`src/rtl/alu_sequencer.sv`:
```
// Multi-cycle ALU: single-cycle logic/arith/shift ops, 32-step radix-2 Booth multiply
// and 32-step restoring divide, sequenced by an IDLE/RUN/FIN controller.
module alu_sequencer (
  input  logic        clock,
  input  logic        clear,
  input  logic        start,
  input  logic [3:0]  op,
  input  logic [31:0] a,
  input  logic [31:0] b,
  output logic        busy,
  output logic        done,
  output logic [31:0] result_lo,
  output logic [31:0] result_hi,
  output logic        err
);

  typedef enum logic [1:0] {StIdle, StRun, StFin} state_e;

  localparam logic [3:0] OpAdd = 4'h1;
  localparam logic [3:0] OpSub = 4'h2;
  localparam logic [3:0] OpDiv = 4'h3;
  localparam logic [3:0] OpMul = 4'h4;
  localparam logic [3:0] OpAnd = 4'h5;
  localparam logic [3:0] OpOr  = 4'h6;
  localparam logic [3:0] OpLsr = 4'h7;
  localparam logic [3:0] OpAsr = 4'h8;
  localparam logic [3:0] OpShl = 4'h9;
  localparam logic [3:0] OpRor = 4'hA;
  localparam logic [3:0] OpRol = 4'hB;

  state_e      state_q, state_d;
  logic [3:0]  op_q, op_d;
  logic [31:0] a_q, a_d, b_q, b_d;
  logic [32:0] acc_hi_q, acc_hi_d;  // Booth partial product (signed) or divide remainder
  logic [31:0] acc_lo_q, acc_lo_d;  // Booth multiplier bits or dividend/quotient shift reg
  logic        booth_q, booth_d;
  logic [4:0]  count_q, count_d;
  logic [31:0] result_lo_q, result_lo_d, result_hi_q, result_hi_d;
  logic        err_q, err_d;

  logic [31:0] a_in_mag, b_mag;
  logic [32:0] m_ext, booth_sum;
  logic [65:0] booth_shr;
  logic [32:0] div_shift, div_trial;
  logic [31:0] rem_next, quo_next, quo_fix, rem_fix;
  logic        multi;

  assign a_in_mag = a[31] ? (~a + 32'd1) : a;
  assign b_mag    = b_q[31] ? (~b_q + 32'd1) : b_q;
  assign multi    = (op_q == OpMul) || ((op_q == OpDiv) && (b_q != 32'd0));

  // Booth step: add/subtract multiplicand per {q0, q-1}, then arithmetic shift right.
  assign m_ext = {a_q[31], a_q};
  always_comb begin
    booth_sum = acc_hi_q;
    unique case ({acc_lo_q[0], booth_q})
      2'b01:   booth_sum = acc_hi_q + m_ext;
      2'b10:   booth_sum = acc_hi_q - m_ext;
      default: booth_sum = acc_hi_q;
    endcase
  end
  assign booth_shr = {booth_sum[32], booth_sum, acc_lo_q};

  // Restoring divide step on magnitudes; quotient bits shift in as dividend bits shift out.
  assign div_shift = {acc_hi_q[31:0], acc_lo_q[31]};
  assign div_trial = div_shift - {1'b0, b_mag};
  assign rem_next  = div_trial[32] ? div_shift[31:0] : div_trial[31:0];
  assign quo_next  = {acc_lo_q[30:0], ~div_trial[32]};
  assign quo_fix   = (a_q[31] ^ b_q[31]) ? (~quo_next + 32'd1) : quo_next;
  assign rem_fix   = a_q[31] ? (~rem_next + 32'd1) : rem_next;

  always_comb begin
    state_d     = state_q;
    op_d        = op_q;
    a_d         = a_q;
    b_d         = b_q;
    acc_hi_d    = acc_hi_q;
    acc_lo_d    = acc_lo_q;
    booth_d     = booth_q;
    count_d     = count_q;
    result_lo_d = result_lo_q;
    result_hi_d = result_hi_q;
    err_d       = err_q;

    unique case (state_q)
      StIdle: begin
        if (start) begin
          state_d  = StRun;
          op_d     = op;
          a_d      = a;
          b_d      = b;
          err_d    = 1'b0;
          count_d  = 5'd0;
          acc_hi_d = 33'd0;
          booth_d  = 1'b0;
          acc_lo_d = (op == OpDiv) ? a_in_mag : b;
        end
      end
      StRun: begin
        if (multi) begin
          count_d = count_q + 5'd1;
          if (op_q == OpMul) begin
            acc_hi_d = booth_shr[65:33];
            acc_lo_d = booth_shr[32:1];
            booth_d  = booth_shr[0];
          end else begin
            acc_hi_d = {1'b0, rem_next};
            acc_lo_d = quo_next;
          end
          if (count_q == 5'd31) begin
            state_d = StFin;
            if (op_q == OpMul) begin
              result_hi_d = booth_shr[64:33];
              result_lo_d = booth_shr[32:1];
            end else begin
              result_hi_d = rem_fix;
              result_lo_d = quo_fix;
            end
          end
        end else begin
          state_d     = StFin;
          result_hi_d = 32'd0;
          case (op_q)
            OpAdd:   result_lo_d = a_q + b_q;
            OpSub:   result_lo_d = a_q - b_q;
            OpAnd:   result_lo_d = a_q & b_q;
            OpOr:    result_lo_d = a_q | b_q;
            OpLsr:   result_lo_d = {1'b0, a_q[31:1]};
            OpAsr:   result_lo_d = {a_q[31], a_q[31:1]};
            OpShl:   result_lo_d = {a_q[30:0], 1'b0};
            OpRor:   result_lo_d = {a_q[0], a_q[31:1]};
            OpRol:   result_lo_d = {a_q[30:0], a_q[31]};
            OpDiv: begin
              result_lo_d = 32'd0;
              err_d       = 1'b1;
            end
            default: begin
              // Illegal op: flag only, previous results stay visible.
              result_lo_d = result_lo_q;
              result_hi_d = result_hi_q;
              err_d       = 1'b1;
            end
          endcase
        end
      end
      StFin:   state_d = StIdle;
      default: state_d = StIdle;
    endcase
  end

  always_ff @(posedge clock or posedge clear) begin
    if (clear) begin
      state_q     <= StIdle;
      op_q        <= 4'd0;
      a_q         <= 32'd0;
      b_q         <= 32'd0;
      acc_hi_q    <= 33'd0;
      acc_lo_q    <= 32'd0;
      booth_q     <= 1'b0;
      count_q     <= 5'd0;
      result_lo_q <= 32'd0;
      result_hi_q <= 32'd0;
      err_q       <= 1'b0;
    end else begin
      state_q     <= state_d;
      op_q        <= op_d;
      a_q         <= a_d;
      b_q         <= b_d;
      acc_hi_q    <= acc_hi_d;
      acc_lo_q    <= acc_lo_d;
      booth_q     <= booth_d;
      count_q     <= count_d;
      result_lo_q <= result_lo_d;
      result_hi_q <= result_hi_d;
      err_q       <= err_d;
    end
  end

  assign busy      = (state_q == StRun) || (state_q == StFin);
  assign done      = (state_q == StFin);
  assign result_lo = result_lo_q;
  assign result_hi = result_hi_q;
  assign err       = err_q;

endmodule

```
`config.mk`:
```
export PLATFORM = sky130hd
export DESIGN_NAME = alu_sequencer
export DESIGN_NICKNAME = d
export VERILOG_FILES = /design/src/rtl/alu_sequencer.sv
export SDC_FILE = /design/constraint.sdc
export NUM_CORES = 1
export LEC_CHECK = 0
export BUFFER_PORTS_ARGS = -buffer_cell sky130_fd_sc_hd__buf_2
export CORE_ASPECT_RATIO = 1.2
export CORE_MARGIN = 4
export CORE_UTILIZATION = 38
export DETAILED_ROUTE_END_ITERATION = 6
export SLEW_MARGIN = 20
export SYNTH_ARGS = -nofsm -noshare
export SYNTH_HDL_FRONTEND = slang
export SYNTH_SLANG_ARGS = --single-unit
```
`constraint.sdc`:
```
create_clock -name clock -period 9.9 [get_ports clock]
set_input_delay 0.99 -clock clock [delete_from_list [all_inputs] [get_ports clock]]
set_output_delay 0.99 -clock clock [all_outputs]
set_load 0.05 [all_outputs]
```
## After elaboration in Yosys (flattened, before gate mapping)

Index checks and enable logic that the tools add are counted.

| storage, ports and cells | value |
|---|---|
| register bits | 206 |
| bits of input ports | 71 |
| word-level logic and storage cells | 107 |

| cells by class | value |
|---|---|
| $add $sub $neg | 10 |
| eq/ne operators | 24 |
| multiplexer cells | 37 |
| bitwise gates (word level) | 8 |
| reduce and logical (&&, ||, !) cells | 17 |

Operator list:

| kind | number |
|---|---|
| 32-bit 2-to-1 mux | 16 |
| 32-bit case mux with 10 select lines | 1 |
| 33-bit case mux with 2 select lines | 2 |
| 32-bit by 1-bit adder with 32-bit output, second input constant | 4 |
| 32-bit inverter | 4 |
| 33-bit 2-to-1 mux | 3 |
| 32-bit case mux with 2 select lines | 1 |
| 33-bit adder | 1 |
| 33-bit by 32-bit subtractor with 33-bit output | 1 |
| 33-bit subtractor | 1 |
| 32-bit adder | 1 |
| 32-bit bitwise AND | 1 |
| 32-bit OR | 1 |
| 32-bit nonzero test | 1 |
| 32-bit subtractor | 1 |
| 4-bit by 3-bit == test with 1-bit output, second input constant | 4 |
| 4-bit == test, second input constant | 4 |
| 4-bit by 2-bit == test with 1-bit output, second input constant | 3 |
| 11-bit nonzero test | 1 |
| 5-bit 2-to-1 mux | 2 |
| 2-bit != test, second input constant | 5 |
| 5-bit case mux with 2 select lines | 1 |
| 10-bit OR reduction | 1 |
| 3-bit AND reduction | 3 |
| 20 further kinds | 33 |

## Longest topological paths before layout

| logic depth | value |
|---|---|
| word-level depth | 11 |
| mapped depth | 34 |
| gate-level depth less buffers | 28 |

## Worst setup path before layout

Ideal clock, no wire load.

| path | value |
|---|---|
| path kind | register -> register |
| start point | register b_q[6] |
| end point | register result_hi_q[26], in the netlist result_hi[26] |
| library setup time | 0.122 ns |
| data arrival time | 6.782 ns |
| data required time | 9.778 ns |
| path slack | 2.996 ns |
| stages on the path, launching flop included | 31 |
| period minus slack after synthesis | 6.904 ns |
| path through | dfrtp_1 -> nor3_1 -> nand4_1 -> nor3_2 -> nand3_1 -> or3_1 -> or3_1 -> or3_1 -> clkbuf_1 -> o31ai_1 -> xor2_1 -> ha_1 -> a21oi_1 -> o21ai_0 -> a211oi_1 -> o31ai_1 -> nand2b_1 -> o211a_4 -> inv_2 -> buf_6 -> buf_2 -> buf_2 -> nor2_1 -> a21oi_1 -> ha_1 -> nand4b_1 -> mux2i_2 -> o211a_1 -> nand3b_4 -> o31a_1 -> a32o_1 |

| between the ends | value |
|---|---|
| cells in the longest elaborated chain, start to end | 11 |
| elaborated cells between the ends (all ways) | 17 |

Ends and longest elaborated chain:

| item | RTL line | text |
|---|---|---|
| start: declaration | 33 | `logic [31:0] a_q, a_d, b_q, b_d;` |
| start signal: assignment | 156 | `b_q <= 32'd0;` |
| start signal: assignment | 168 | `b_q <= b_d;` |
| 32-bit inverter | 49 | `assign b_mag = b_q[31] ? (~b_q + 32'd1) : b_q;` |
| 32-bit by 1-bit adder with 32-bit output | 49 |  |
| 32-bit 2-to-1 mux | 49 |  |
| 33-bit by 32-bit subtractor with 33-bit output | 66 | `assign div_trial = div_shift - {1'b0, b_mag};` |
| 32-bit 2-to-1 mux | 67 | `assign rem_next = div_trial[32] ? div_shift[31:0] : div_trial[31:0];` |
| 32-bit inverter | 70 | `assign rem_fix = a_q[31] ? (~rem_next + 32'd1) : rem_next;` |
| 32-bit by 1-bit adder with 32-bit output | 70 |  |
| 32-bit 2-to-1 mux | 70 |  |
| 32-bit 2-to-1 mux | 112 | `if (op_q == OpMul) begin` |
| 32-bit 2-to-1 mux | 110 | `if (count_q == 5'd31) begin` |
| 32-bit 2-to-1 mux | 100 | `if (multi) begin` |
| end signal: assignment | 174 | `result_hi_q <= result_hi_d;` |
| end: declaration | 38 | `logic [31:0] result_lo_q, result_lo_d, result_hi_q, result_hi_d;` |

Several ways; a longest one is shown, not always the timed one. The select of a mux whose other input is x is not followed.
A chain may end at the register's enable or synchronous reset.

## Worst setup path after layout

| path | value |
|---|---|
| start point | register b_q[6] |
| end point | register result_lo_q[28], in the netlist result_lo[28] |

| between the ends | value |
|---|---|
| cells in the longest elaborated chain, start to end | 11 |
| elaborated cells between the ends (all ways) | 20 |

Ends and longest elaborated chain:

| item | RTL line | text |
|---|---|---|
| 32-bit inverter | 49 |  |
| 32-bit by 1-bit adder with 32-bit output | 49 |  |
| 32-bit 2-to-1 mux | 49 |  |
| 33-bit by 32-bit subtractor with 33-bit output | 66 |  |
| 1-bit inverter | 68 | `assign quo_next = {acc_lo_q[30:0], ~div_trial[32]};` |
| 32-bit inverter | 69 | `assign quo_fix = (a_q[31] ^ b_q[31]) ? (~quo_next + 32'd1) : quo_next;` |
| 32-bit by 1-bit adder with 32-bit output | 69 |  |
| 32-bit 2-to-1 mux | 69 |  |
| 32-bit 2-to-1 mux | 112 |  |
| 32-bit 2-to-1 mux | 110 |  |
| 32-bit 2-to-1 mux | 100 |  |
| end signal: assignment | 173 | `result_lo_q <= result_lo_d;` |
| end: declaration | 38 |  |

Several ways; a longest one is shown, not always the timed one. The select of a mux whose other input is x is not followed.

==> run metrics <==
status=finished clean; worst setup margin=1650 ps; core area=54,800 µm²; DP Wirelength=62,300 µm; Cells after Synth=2,691; worst rel slew slack=28.0%; ant diodes=0; Port Buffers=137; Crit path depth=27; endpoint type of the worst setup path=register; r2r worst-path depth=27; routability cong.=0.978; antenna viol nets, final=0; leading post-synthesis cells by cell area=dfrtp_1, ha_1, nand2_1; cell family with most CP delay=simple AND/OR/NAND/NOR gates; Compound-Gate Fraction of Synth Area=28.3%; wire per inst=23.8 µm; setup slack after placement=1750 ps; Unique masters post-synth=96; CTS H-Tree Depth=1; initial DRC count=1,652; fillers=5,601; Die H=266 µm; CP arrival=8690 ps; Hold-fix buffers, CTS=0; startpoint types=register; Max Clock Skew=15.1 ps; Die W=223 µm; sequential share of the synthesized area=24.5%; adder-cell area share of the yosys netlist=6.94%; Synth top area share=24.5%; DRT Wirelength=81,800 µm; critical path's largest stage delay=660 ps; Least-Margin Pin Slew=1080 ps; register area=5150 µm²; final hold viol count=0; routed vias=21,100; Tmin final=8250 ps; Remaining Overflow, GRT=0; largest family of logic cells by synthesized area=compound AO/OA/AOI/OAI gates; clk slew on worst S/H paths=60 ps; hold crit path type=reg -> reg; Worst Hold Depth=2; Post-synth ARST share=100%; Slew Limit Fails=0; mux cell area share after synthesis=6.21%; Most used DFF post-synth=dfrtp_1; Syn Nets=2,876; CTS buffer count=25; GRT Total Usage=26.5%; layout cell share with drive strength beyond 1=12.6%; number of synthesized flops with an enable pin=0; post-cts gate resize count=0; kind of critical path=reg -> reg; post-CTS setup buffers=0; RSZ-0062 raised after global routing=false; fin crit share=83.3%; Via density=6.15; CP bufs+invs=1; vias in the first global route=20,600; Setup violations, final=0; multi-input logic area=14,800 µm²; crit-path max FO=42; # DRC=0; floorplan row count=94; clk root buf=clkbuf_16; nets=2,879; Post-Synth XOR/XNOR Area=9.45%; Maximum Capacitance Violations=0; Cell Area, Synth=21,000 µm²; synthesized area per cell=7.81 µm²; Worst path slowest cell=inv_2; die footprint=59,200 µm²; Synth Area in Simple Gates=19.1%; CTS tree=built; clk sinks=206; CP Data Required Time=10,340 ps; Clock Path Buffers=3; Max Clk Rate=121 MHz; Area growth syn-to-layout=9.04%; Skew-Pair Late Insertion Delay=560 ps; synth warn=0; initial antenna violation count=1; first-pass GRT wire length=125,000 µm; largest net degree at the start of global routing=104; drt first pass iters=7; I/O pins=138; cell taking the most area after synthesis=dfrtp_1; flops & latches, synth=206; Setup TNS=0 ps; most frequent CP cell=or3_1; Starting Density=38.4%
[stage by stage]
stage	utilization (%)	hold WS, ps	cell area (µm²)	std cells
3_3_place_gp	40.4	449	22100	3387
3_5_place_dp	40.4	452	22100	3387
4_1_cts	41.8	465	22900	3429
6_report	41.8	457	22900	3429
2_1_floorplan	-	444	21000	2691
5_1_grt	41.8	498	22900	3429
[state kept, by name (all words and copies together) (netlist names)]
| signal | count |
|---|---|
| booth_q | 1 |
| err | 1 |
| count_q | 5 |
| result_hi | 32 |
| op_q | 4 |
| result_lo | 32 |
| a_q | 32 |
| state_q | 2 |
| b_q | 32 |
| acc_lo_q | 32 |
| acc_hi_q | 33 |
[worst reg2reg max path, stage by stage (launching register included)]
cell,delay [ps]
dfrtp_1,440
nor3_1,420
nand4_1,280
nor3_2,430
nand3_1,190
or3_1,380
or3_1,350
or3_1,490
o31ai_1,300
xor2_1,200
ha_1,310
a21oi_1,400
o21ai_0,240
a211oi_1,230
o31ai_1,130
nand2b_1,160
o211a_4,260
inv_2,660
ha_1,320
nor3b_1,440
nand2_1,150
nor2_1,190
nand2_1,230
o21a_1,300
a21oi_1,160
xor2_1,170
a211oi_1,90
a22o_1,240
[cell usage after synthesis, types with 7 or more instances]
| cell | n |
|---|---|
| buf_6 | 8 |
| ha_1 | 111 |
| o221ai_1 | 21 |
| or4_1 | 12 |
| nand3_1 | 62 |
| o22ai_1 | 7 |
| o21a_1 | 17 |
| a32o_1 | 17 |
| inv_1 | 84 |
| o41ai_1 | 20 |
| buf_1 | 17 |
| nor3b_1 | 11 |
| nand2_1 | 367 |
| o2111ai_1 | 11 |
| o31ai_1 | 54 |
| nor2_1 | 145 |
| and3_1 | 15 |
| a31oi_1 | 25 |
| nor4_1 | 15 |
| mux2_2 | 74 |
| dfrtp_1 | 206 |
| or3_1 | 42 |
| or2_2 | 13 |
| nand2b_1 | 26 |
| mux2i_1 | 42 |
| xor2_1 | 96 |
| o31a_1 | 12 |
| o21ai_0 | 244 |
| a22o_1 | 9 |
| o211ai_1 | 36 |
| o21ai_1 | 20 |
| nor2b_1 | 17 |
| clkbuf_1 | 143 |
| buf_2 | 22 |
| a21o_1 | 53 |
| nor3_1 | 56 |
| xnor2_1 | 131 |
| and2_1 | 13 |
| a211oi_1 | 24 |
| nand4_1 | 23 |
| a222oi_1 | 29 |
| a21oi_1 | 209 |
| o21bai_1 | 18 |
[kinds of logic (layout without fill, tap and decap cells)]
logic type | after synthesis | in the layout
simple gates | 845 | 845
buf+inv | 281 | 299
flops | 206 | 206
mux | 119 | 119
fa+ha+maj | 115 | 115
compound gates | 898 | 898
xor+xnor | 227 | 227
[placed cells by master (no fill, tap or decap), types with 20 or more instances in the layout]
master,count
a211oi_1,24
nand4_1,23
o211ai_1,36
ha_1,109
mux2i_1,42
nor2_1,142
o41ai_1,20
nand3_1,61
xor2_1,96
inv_1,83
xnor2_1,131
nor3_1,54
dfrtp_1,206
buf_2,137
nand2_1,366
o221ai_1,21
a21oi_1,209
clkbuf_16,25
nand2b_1,26
a31oi_1,25
o21ai_1,20
a21o_1,52
or3_1,41
a222oi_1,29
o21ai_0,243
buf_4,35
o31ai_1,54
mux2_2,74
[final cells by class]
class                   count  area share, %
inverters                  85           1.42
flip-flops and latches    206           22.5
well taps                 720           3.93
clock buffers              34           2.96
repair buffers            172           4.14
multi-input cells        2204           64.5
clock inverters             8          0.551
[per-layer routing]
layer / GRT usage, % / wire [µm]
met1: 33.2 / 33200
met2: 44.9 / 38400
met3: 2.71 / 4740
met4: 14.9 / 5480
met5: 0 / 0
[worst paths after layout]
| path | startpoint | to | slack [ps] |
|---|---|---|---|
| max | b_q[6] | result_lo[28] | 1650 |
| min | result_hi[14] | result_hi[14] | 460 |
| max reg2reg | b_q[6] | result_lo[28] | 1650 |
| min reg2reg | result_hi[14] | result_hi[14] | 460 |
| max in group asynchronous | clear | acc_hi_q[26] | 7940 |
| min in group asynchronous | clear | a_q[4] | 560 |
Power is left out: the tool's default activity adds up to more than one toggle a clock period on the data nets, which glitch-free logic cannot reach.
